===== config.mk =====
export PLATFORM = sky130hd
export DESIGN_NAME = bus_cycle_controller_flat
export DESIGN_NICKNAME = d
export VERILOG_FILES = /design/src/rtl/bus_cycle_controller_pkg.sv /design/src/rtl/bus_cycle_controller_if.sv /design/src/rtl/bus_cycle_controller_step_sync.sv /design/src/rtl/bus_cycle_controller.sv /design/src/flat_wrapper.sv
export SDC_FILE = /design/constraint.sdc
export NUM_CORES = 1
export LEC_CHECK = 0
export BUFFER_PORTS_ARGS = -buffer_cell sky130_fd_sc_hd__buf_2
export CORE_ASPECT_RATIO = 0.6
export CORE_UTILIZATION = 40
export DETAILED_ROUTE_END_ITERATION = 12
export PLACE_DENSITY_LB_ADDON = 0.05
export SETUP_SLACK_MARGIN = 0.1
export SLEW_MARGIN = 10
export SYNTH_ARGS = -nofsm -noshare
export SYNTH_HDL_FRONTEND = slang
export SYNTH_SLANG_ARGS = --single-unit

===== constraint.sdc =====
create_clock -name CPUCLK_IN -period 2.5 [get_ports CPUCLK_IN]
set_input_delay 0.25 -clock CPUCLK_IN [delete_from_list [all_inputs] [get_ports CPUCLK_IN]]
set_output_delay 0.25 -clock CPUCLK_IN [all_outputs]
set_load 0.005 [all_outputs]

===== src/rtl/bus_cycle_controller_pkg.sv =====
`default_nettype none
// ============================================================================
// Package     : bus_cycle_pkg
// Description : State encoding, packed-parameter slice helper and the default
//               68000 board region map for bus_cycle_controller.
// Revision    : 1.0 - initial release
// ============================================================================

// Select slice idx of a packed per-region vector whose slices are w bits wide.
`define BCC_SLICE(vec, idx, w) vec[(idx)*(w) +: (w)]

package bus_cycle_pkg;

    // Bus cycle sequencer states.
    typedef enum logic [1:0] {
        ST_IDLE = 2'd0,
        ST_WAIT = 2'd1,
        ST_ACK  = 2'd2,
        ST_ERR  = 2'd3
    } bus_state_t;

    localparam int c_DEFAULT_REGIONS    = 4;
    localparam int c_DEFAULT_ADDR_WIDTH = 24;
    localparam int c_DEFAULT_WAIT_WIDTH = 4;

    // Region 0 PROM, region 1 SRAM, regions 2/3 peripheral pages.
    localparam logic [c_DEFAULT_REGIONS*c_DEFAULT_ADDR_WIDTH-1:0] c_DEFAULT_BASE =
        {24'hE10000, 24'hE00000, 24'h100000, 24'h000000};
    localparam logic [c_DEFAULT_REGIONS*c_DEFAULT_ADDR_WIDTH-1:0] c_DEFAULT_MASK =
        {24'hFF0000, 24'hFF0000, 24'hF00000, 24'hF00000};
    localparam logic [c_DEFAULT_REGIONS*c_DEFAULT_WAIT_WIDTH-1:0] c_DEFAULT_WAIT =
        {4'd8, 4'd4, 4'd0, 4'd2};

endpackage

`default_nettype wire


===== src/rtl/bus_cycle_controller_if.sv =====
`default_nettype none
// ============================================================================
// Interface   : bus_cycle_controller_if
// Description : CPU-side strobes/address and memory-side selects/handshake of
//               the bus cycle controller.
// Revision    : 1.0 - initial release
// ============================================================================
interface bus_cycle_controller_if
    import bus_cycle_pkg::*;
#(
    parameter int NUM_REGIONS = c_DEFAULT_REGIONS,
    parameter int ADDR_WIDTH  = c_DEFAULT_ADDR_WIDTH
);
    logic                   RUN_IN;
    logic                   AS_IN;
    logic                   WR_IN;
    logic                   UDS_IN;
    logic                   LDS_IN;
    logic [ADDR_WIDTH-1:0]  ADDR_IN;
    logic                   STEPEN_IN;
    logic                   STEP_IN;
    logic [NUM_REGIONS-1:0] CS;
    logic                   OE;
    logic                   UWE;
    logic                   LWE;
    logic                   DTACK;
    logic                   BERR;
    logic                   STEP_WAIT;

    // CPU / board side.
    modport master (
        output RUN_IN, AS_IN, WR_IN, UDS_IN, LDS_IN, ADDR_IN, STEPEN_IN, STEP_IN,
        input  CS, OE, UWE, LWE, DTACK, BERR, STEP_WAIT
    );

    // Controller side.
    modport slave (
        input  RUN_IN, AS_IN, WR_IN, UDS_IN, LDS_IN, ADDR_IN, STEPEN_IN, STEP_IN,
        output CS, OE, UWE, LWE, DTACK, BERR, STEP_WAIT
    );
endinterface

`default_nettype wire


===== src/rtl/bus_cycle_controller_step_sync.sv =====
`default_nettype none
// ============================================================================
// Module      : step_sync
// Description : Two-flop synchroniser for the asynchronous step button plus an
//               edge register giving a one-cycle rising-edge pulse.
// Revision    : 1.0 - initial release
// ============================================================================
module step_sync (
    input  wire logic clk,
    input  wire logic rst_n,
    input  wire logic i_step,
    output wire logic o_pulse
);
    logic r_meta;
    logic r_sync;
    logic r_prev;

    // Bring the button into the clock domain and remember the last level.
    always_ff @(posedge clk or negedge rst_n) begin
        if (!rst_n) begin
            r_meta <= 1'b0;
            r_sync <= 1'b0;
            r_prev <= 1'b0;
        end else begin
            r_meta <= i_step;
            r_sync <= r_meta;
            r_prev <= r_sync;
        end
    end

    assign o_pulse = r_sync & ~r_prev;
endmodule

`default_nettype wire


===== src/rtl/bus_cycle_controller.sv =====
`default_nettype none
// ============================================================================
// Module      : bus_cycle_controller
// Description : 68000 bus glue: region decode, registered chip selects and
//               byte-lane strobes, wait states, BERR watchdog, read-only
//               protection and single-step DTACK hold.
// Revision    : 1.0 - initial release
// ============================================================================
module bus_cycle_controller
    import bus_cycle_pkg::*;
#(
    parameter int                                   NUM_REGIONS  = c_DEFAULT_REGIONS,
    parameter int                                   ADDR_WIDTH   = c_DEFAULT_ADDR_WIDTH,
    parameter int                                   WAIT_WIDTH   = c_DEFAULT_WAIT_WIDTH,
    parameter logic [NUM_REGIONS*ADDR_WIDTH-1:0]    REGION_BASE  = c_DEFAULT_BASE,
    parameter logic [NUM_REGIONS*ADDR_WIDTH-1:0]    REGION_MASK  = c_DEFAULT_MASK,
    parameter logic [NUM_REGIONS*WAIT_WIDTH-1:0]    REGION_WAIT  = c_DEFAULT_WAIT,
    parameter logic [NUM_REGIONS-1:0]               REGION_RO    = '0,
    parameter int                                   BERR_TIMEOUT = 64
) (
    input wire logic               CPUCLK_IN,
    input wire logic               RESET_n,
    bus_cycle_controller_if.slave  bus
);
    localparam int                c_WD_W    = $clog2(BERR_TIMEOUT + 1);
    // The edge that would take the watchdog to BERR_TIMEOUT raises BERR instead.
    localparam logic [c_WD_W-1:0] c_WD_LAST = c_WD_W'(BERR_TIMEOUT - 1);

    logic [NUM_REGIONS-1:0] w_hit;
    logic [NUM_REGIONS-1:0] w_sel_cs;
    logic [WAIT_WIDTH-1:0]  w_sel_wait;
    logic                   w_sel_ro;
    logic                   w_step_pulse;

    bus_state_t             r_state;
    logic [WAIT_WIDTH-1:0]  r_wait_cnt;
    logic [c_WD_W-1:0]      r_wdog;
    logic                   r_armed;
    logic [NUM_REGIONS-1:0] r_cs;
    logic                   r_oe;
    logic                   r_uwe;
    logic                   r_lwe;
    logic                   r_dtack;
    logic                   r_berr;
    logic                   r_step_wait;

    generate
        for (genvar gi = 0; gi < NUM_REGIONS; gi++) begin : g_decode
            assign w_hit[gi] = (bus.ADDR_IN & `BCC_SLICE(REGION_MASK, gi, ADDR_WIDTH))
                               == `BCC_SLICE(REGION_BASE, gi, ADDR_WIDTH);
        end
    endgenerate

    // Priority select: scanning downwards lets the lowest hitting index win.
    always_comb begin
        w_sel_cs   = '0;
        w_sel_wait = '0;
        w_sel_ro   = 1'b0;
        for (int i = NUM_REGIONS - 1; i >= 0; i--) begin
            if (w_hit[i]) begin
                w_sel_cs    = '0;
                w_sel_cs[i] = 1'b1;
                w_sel_wait  = `BCC_SLICE(REGION_WAIT, i, WAIT_WIDTH);
                w_sel_ro    = REGION_RO[i];
            end
        end
    end

    step_sync u_step_sync (
        .clk     (CPUCLK_IN),
        .rst_n   (RESET_n),
        .i_step  (bus.STEP_IN),
        .o_pulse (w_step_pulse)
    );

    // Bus cycle sequencer with registered outputs.
    always_ff @(posedge CPUCLK_IN or negedge RESET_n) begin
        if (!RESET_n) begin
            r_state     <= ST_IDLE;
            r_wait_cnt  <= '0;
            r_wdog      <= '0;
            r_armed     <= 1'b0;
            r_cs        <= '0;
            r_oe        <= 1'b0;
            r_uwe       <= 1'b0;
            r_lwe       <= 1'b0;
            r_dtack     <= 1'b0;
            r_berr      <= 1'b0;
            r_step_wait <= 1'b0;
        end else begin
            // An AS left asserted across reset must be negated before it counts.
            if (!bus.AS_IN) begin
                r_armed <= 1'b1;
            end
            case (r_state)
                ST_IDLE: begin
                    if (bus.AS_IN && bus.RUN_IN && r_armed) begin
                        r_armed <= 1'b0;
                        if (!(|w_hit) || (bus.WR_IN && w_sel_ro)) begin
                            r_state <= ST_ERR;
                            r_berr  <= 1'b1;
                        end else begin
                            r_state    <= ST_WAIT;
                            r_wait_cnt <= w_sel_wait;
                            r_wdog     <= '0;
                            r_cs       <= w_sel_cs;
                            r_oe       <= ~bus.WR_IN;
                            r_uwe      <= bus.WR_IN & bus.UDS_IN;
                            r_lwe      <= bus.WR_IN & bus.LDS_IN;
                        end
                    end
                end
                ST_WAIT: begin
                    if (!bus.AS_IN) begin
                        r_state     <= ST_IDLE;
                        r_cs        <= '0;
                        r_oe        <= 1'b0;
                        r_uwe       <= 1'b0;
                        r_lwe       <= 1'b0;
                        r_step_wait <= 1'b0;
                    end else if (r_wait_cnt == '0 &&
                                 (!bus.STEPEN_IN || (r_step_wait && w_step_pulse))) begin
                        r_state     <= ST_ACK;
                        r_dtack     <= 1'b1;
                        r_step_wait <= 1'b0;
                    end else if (!bus.STEPEN_IN && r_wdog >= c_WD_LAST) begin
                        r_state     <= ST_ERR;
                        r_berr      <= 1'b1;
                        r_cs        <= '0;
                        r_oe        <= 1'b0;
                        r_uwe       <= 1'b0;
                        r_lwe       <= 1'b0;
                        r_step_wait <= 1'b0;
                    end else begin
                        if (r_wait_cnt != '0) begin
                            r_wait_cnt <= r_wait_cnt - 1'b1;
                        end
                        // Saturate so a long single-step wait cannot wrap past the limit.
                        if (!r_step_wait && r_wdog != '1) begin
                            r_wdog <= r_wdog + 1'b1;
                        end
                        r_step_wait <= (r_wait_cnt == '0) && bus.STEPEN_IN;
                    end
                end
                ST_ACK: begin
                    if (!bus.AS_IN) begin
                        r_state <= ST_IDLE;
                        r_cs    <= '0;
                        r_oe    <= 1'b0;
                        r_uwe   <= 1'b0;
                        r_lwe   <= 1'b0;
                        r_dtack <= 1'b0;
                    end
                end
                ST_ERR: begin
                    if (!bus.AS_IN) begin
                        r_state <= ST_IDLE;
                        r_berr  <= 1'b0;
                    end
                end
                default: begin
                    r_state <= ST_IDLE;
                end
            endcase
        end
    end

    assign bus.CS        = r_cs;
    assign bus.OE        = r_oe;
    assign bus.UWE       = r_uwe;
    assign bus.LWE       = r_lwe;
    assign bus.DTACK     = r_dtack;
    assign bus.BERR      = r_berr;
    assign bus.STEP_WAIT = r_step_wait;
endmodule

`default_nettype wire


===== src/flat_wrapper.sv =====
// flat-port wrapper written by rule: the top's interface ports become plain ports
module bus_cycle_controller_flat import bus_cycle_pkg::*;
#(
    parameter int                                   NUM_REGIONS  = c_DEFAULT_REGIONS,
    parameter int                                   ADDR_WIDTH   = c_DEFAULT_ADDR_WIDTH,
    parameter int                                   WAIT_WIDTH   = c_DEFAULT_WAIT_WIDTH,
    parameter logic [NUM_REGIONS*ADDR_WIDTH-1:0]    REGION_BASE  = c_DEFAULT_BASE,
    parameter logic [NUM_REGIONS*ADDR_WIDTH-1:0]    REGION_MASK  = c_DEFAULT_MASK,
    parameter logic [NUM_REGIONS*WAIT_WIDTH-1:0]    REGION_WAIT  = c_DEFAULT_WAIT,
    parameter logic [NUM_REGIONS-1:0]               REGION_RO    = '0,
    parameter int                                   BERR_TIMEOUT = 64
)
  (CPUCLK_IN, RESET_n, bus_RUN_IN, bus_AS_IN, bus_WR_IN, bus_UDS_IN, bus_LDS_IN, bus_ADDR_IN, bus_STEPEN_IN, bus_STEP_IN, bus_CS, bus_OE, bus_UWE, bus_LWE, bus_DTACK, bus_BERR, bus_STEP_WAIT);
  bus_cycle_controller_if #(.NUM_REGIONS(NUM_REGIONS), .ADDR_WIDTH(ADDR_WIDTH)) bus_i ();
  input wire logic CPUCLK_IN;
  input wire logic RESET_n;
  input wire logic [$bits(bus_i.RUN_IN)-1:0] bus_RUN_IN;
  input wire logic [$bits(bus_i.AS_IN)-1:0] bus_AS_IN;
  input wire logic [$bits(bus_i.WR_IN)-1:0] bus_WR_IN;
  input wire logic [$bits(bus_i.UDS_IN)-1:0] bus_UDS_IN;
  input wire logic [$bits(bus_i.LDS_IN)-1:0] bus_LDS_IN;
  input wire logic [$bits(bus_i.ADDR_IN)-1:0] bus_ADDR_IN;
  input wire logic [$bits(bus_i.STEPEN_IN)-1:0] bus_STEPEN_IN;
  input wire logic [$bits(bus_i.STEP_IN)-1:0] bus_STEP_IN;
  output wire logic [$bits(bus_i.CS)-1:0] bus_CS;
  output wire logic [$bits(bus_i.OE)-1:0] bus_OE;
  output wire logic [$bits(bus_i.UWE)-1:0] bus_UWE;
  output wire logic [$bits(bus_i.LWE)-1:0] bus_LWE;
  output wire logic [$bits(bus_i.DTACK)-1:0] bus_DTACK;
  output wire logic [$bits(bus_i.BERR)-1:0] bus_BERR;
  output wire logic [$bits(bus_i.STEP_WAIT)-1:0] bus_STEP_WAIT;
  assign bus_i.RUN_IN = bus_RUN_IN;
  assign bus_i.AS_IN = bus_AS_IN;
  assign bus_i.WR_IN = bus_WR_IN;
  assign bus_i.UDS_IN = bus_UDS_IN;
  assign bus_i.LDS_IN = bus_LDS_IN;
  assign bus_i.ADDR_IN = bus_ADDR_IN;
  assign bus_i.STEPEN_IN = bus_STEPEN_IN;
  assign bus_i.STEP_IN = bus_STEP_IN;
  assign bus_CS = bus_i.CS;
  assign bus_OE = bus_i.OE;
  assign bus_UWE = bus_i.UWE;
  assign bus_LWE = bus_i.LWE;
  assign bus_DTACK = bus_i.DTACK;
  assign bus_BERR = bus_i.BERR;
  assign bus_STEP_WAIT = bus_i.STEP_WAIT;
  bus_cycle_controller #(.NUM_REGIONS(NUM_REGIONS), .ADDR_WIDTH(ADDR_WIDTH), .WAIT_WIDTH(WAIT_WIDTH), .REGION_BASE(REGION_BASE), .REGION_MASK(REGION_MASK), .REGION_WAIT(REGION_WAIT), .REGION_RO(REGION_RO), .BERR_TIMEOUT(BERR_TIMEOUT)) u_core (.CPUCLK_IN(CPUCLK_IN), .RESET_n(RESET_n), .bus(bus_i));
endmodule

==> results.md <==
* Final setup fails at 0
* Clock tree buffer depth at 2
* Ys async rst share at 100%
* Clock slew at reported path FFs at 0.09 ns
* # Post-CTS Setup Buffers at 0
* Lkg Pwr at 0.858 nW
* Flops & latches, synth at 27
* # clock sinks at 27
* YS warnings at 0
* Full die area at 4270 um2
* Via count at 1330
* Post-layout minimum cycle time at 2.13 ns
* CP Capture Type: register
* Sequential share of power at a little over a third
* Drt wl/cell at approximately 15 um
* Post-Syn Nets at roughly 200
* P_sw at approximately 820 uW
* Post-synth top area share at 42.2%
* Worst slew pin tran at around 0.64 ns
* Detailed Route WL at 3510 um
* FP Rows at 17
* Comb power frac at around 52%
* RD Place Congestion at 0.814
* PD cells at roughly 1100 nW/um2
* Via/cell ratio at ~5.6
* Clk_skew at 0.00512 ns
* Initial antenna violation count at 0
* Max-slew violation count at 0
* Status: finished clean
* DP Area at 1780 um2
* Core area at about 3700 um2
* Hold Vio Cnt, Final at 0
* IO buf count at 26
* Synth area leader: dfrtp_1
* RSZ-0062 raised after global routing: false
* Synth unique cells at 48
* First-pass GRT wire length at just over 6000 um
* Worst r2r src: u_core.r_wdog[0]
* Hold Crit Class: in2reg
* Synth area leaders: dfrtp_1 42%, mux2_2 5.6%, ha_1 5.5%
* Initial Util at 42.8%
* Share of layout cells above drive strength 1 at between 20% and 30%
* EDFF count, synth at 0
* # H-tree levels at 1
* Crit Path Category: reg2reg
* DRC Markers at 0
* DRT Pass-1 Iters at 4
* Worst Path Max Fanout at 8
* Slew margin rel. at 56.9%
* Register area share after synthesis at a little over two fifths
* VDD IR max at 0.000510 V
* # IOs at 43
* Skew-Pair Late Insertion Delay at ~0.27 ns
* Detailed Place HPWL at 2670 um
* Design Power at 1.96 mW
* Vias in the first global route at 1267
* Layout Nets at 232
* Worst Setup Start Kind: register
* Max cap viols at 0
* P_int at 1.13 mW
* Cell Area, Synth at approximately 1600 um2
* Clock share of power at 12.7%
* Data required time of the critical path at 2.66 ns
* Worst Hold Launch: bus_STEP_IN
* Total track usage at 18.2%
* DIE HEIGHT at 51.0 um
* Pin count of the biggest net entering global routing at 28
* ANT nets after route at 0
* Critical Path AT at 2.29 ns
* Crit path launch: u_core.r_wdog[0]
* Main synth FF type: dfrtp_1
* Initial DRC count at 56
* Cell area after layout at roughly 1800 um2
* Avg Cell Area, Syn at 9.83 um2
* Total CTS buffers at 3
* Switch share at a little over two fifths
* GRT Residual Overflow at 0
* Ant diodes at 0
* CTS tree: yes
* Fmax at 470 MHz
* Horiz. Die Dim at 83.7 um
* Setup TNS at 0 ns
* Area Growth Syn to Fin at 14.8%
* Root buffer cell: clkbuf_8
* Tcrit/Tclk final at 85.2%
* Cells after Synth at 163
[power by group through the flow]
| stage | registers [mW] | clock network (mW) | logic (mW) |
|---|---|---|---|
| 6_report | 0.701 | 0.249 | 1.01 |
| 5_1_grt | 0.720 | 0.278 | 1.15 |
| 4_1_cts | 0.697 | 0.259 | 1.01 |
| 3_5_place_dp | 0.705 | 0 | 1.00 |
| 3_3_place_gp | 0.696 | 0 | 0.987 |
| 2_1_floorplan | 0.681 | 0 | 0.759 |
[timing repair]
| item | 4_1_cts | 5_1_grt |
|---|---|---|
| hold buffers | 1 | 0 |
| endpoints found under the hold margin | 6 | 0 |
| resized for setup | 0 | 2 |
| setup endpoints to repair | 0 | 2 |
[stage by stage]
step	hold WS, ns	utilization (%)	worst slack [ns]	instances
after floorplan	-0.0456	-	0.577	163
after global placement	0.297	47.5	0.280	233
after detailed placement	0.299	47.5	0.274	233
after CTS	0.0708	48.9	0.259	238
after global routing	0.0559	49.1	0.194	238
final	0.0809	49.1	0.370	238
[worst max-delay path, cell delays in order (launching register included)]
cell and delay (ns):
dfrtp_1 0.43, ha_1 0.27, a211oi_1 0.29, or3_4 0.26
nor2_4 0.06, o2111ai_4 0.33, mux2_2 0.38
[worst paths after layout]
check	slack, ns	to	cells after the start
max reg2reg	0.37	u_core.bus.CS[1]	6
max	0.37	u_core.bus.CS[1]	6
max in group asynchronous	1.59	u_core.r_wdog[6]	2
min	0.08	u_core.u_step_sync.r_meta	1
min in group asynchronous	0.52	u_core.bus.OE	2
min reg2reg	0.37	u_core.u_step_sync.r_sync	0
[cells in the final DEF, fill, tap and decap left out, types with 3 or more instances in the layout]
master,count
dfrtp_1,27
o21ai_0,12
ha_1,7
nor3_1,6
a21oi_1,9
inv_1,12
mux2_2,8
nor2b_1,3
buf_2,26
nand4_1,3
clkbuf_8,3
nand3_1,3
nor3b_1,4
nand2_1,13
nor2_1,6
[cell usage after synthesis (all sizes together) (4+ instances only)]
master  instances
dfrtp          27
nand2          13
inv            12
o21ai          12
a21oi           9
mux2            8
ha              7
nor2            7
nor3            6
nor3b           4
[cell families (layout without fill, tap and decap cells)]
logic type	Yosys count	count (layout)	share of synthesized area [%]
AO/OA/AOI/OAI	48	48	21.9
buffers and inverters	16	44	4.22
AND/OR/NAND/NOR	56	56	20.1
flip-flops	27	27	42.2
adder cells (fa/ha/maj)	7	7	5.46
multiplexers	9	9	6.25
[cell type report]
| class | count | area (um2) |
|---|---|---|
| multi-input cells | 120 | 867 |
| repair buffers | 28 | 148 |
| inverters | 12 | 45.0 |
| well taps | 47 | 58.8 |
| fillers | 358 | 1900 |
| clock buffers | 4 | 45.0 |
| flip-flops and latches | 27 | 676 |
[registers in the layout, summed over array words and instances, names as in the netlist]
| signal | cells |
|---|---|
| u_core.bus.OE | 1 |
| u_core.r_state | 2 |
| u_core.bus.DTACK | 1 |
| u_core.u_step_sync.r_sync | 1 |
| u_core.bus.UWE | 1 |
| u_core.bus.LWE | 1 |
| u_core.r_wdog | 7 |
| u_core.r_wait_cnt | 4 |
| u_core.u_step_sync.r_meta | 1 |
| u_core.r_armed | 1 |
| u_core.bus.CS | 4 |
| u_core.bus.STEP_WAIT | 1 |
| u_core.bus.BERR | 1 |
| u_core.u_step_sync.r_prev | 1 |
[layer usage]
metal,wire length (um),GRT usage (%)
met4,0,3.11
met5,0,0
met1,1900,26.4
met3,149,4.20
met2,1460,28.0
(Power assumes the default switching activity.)
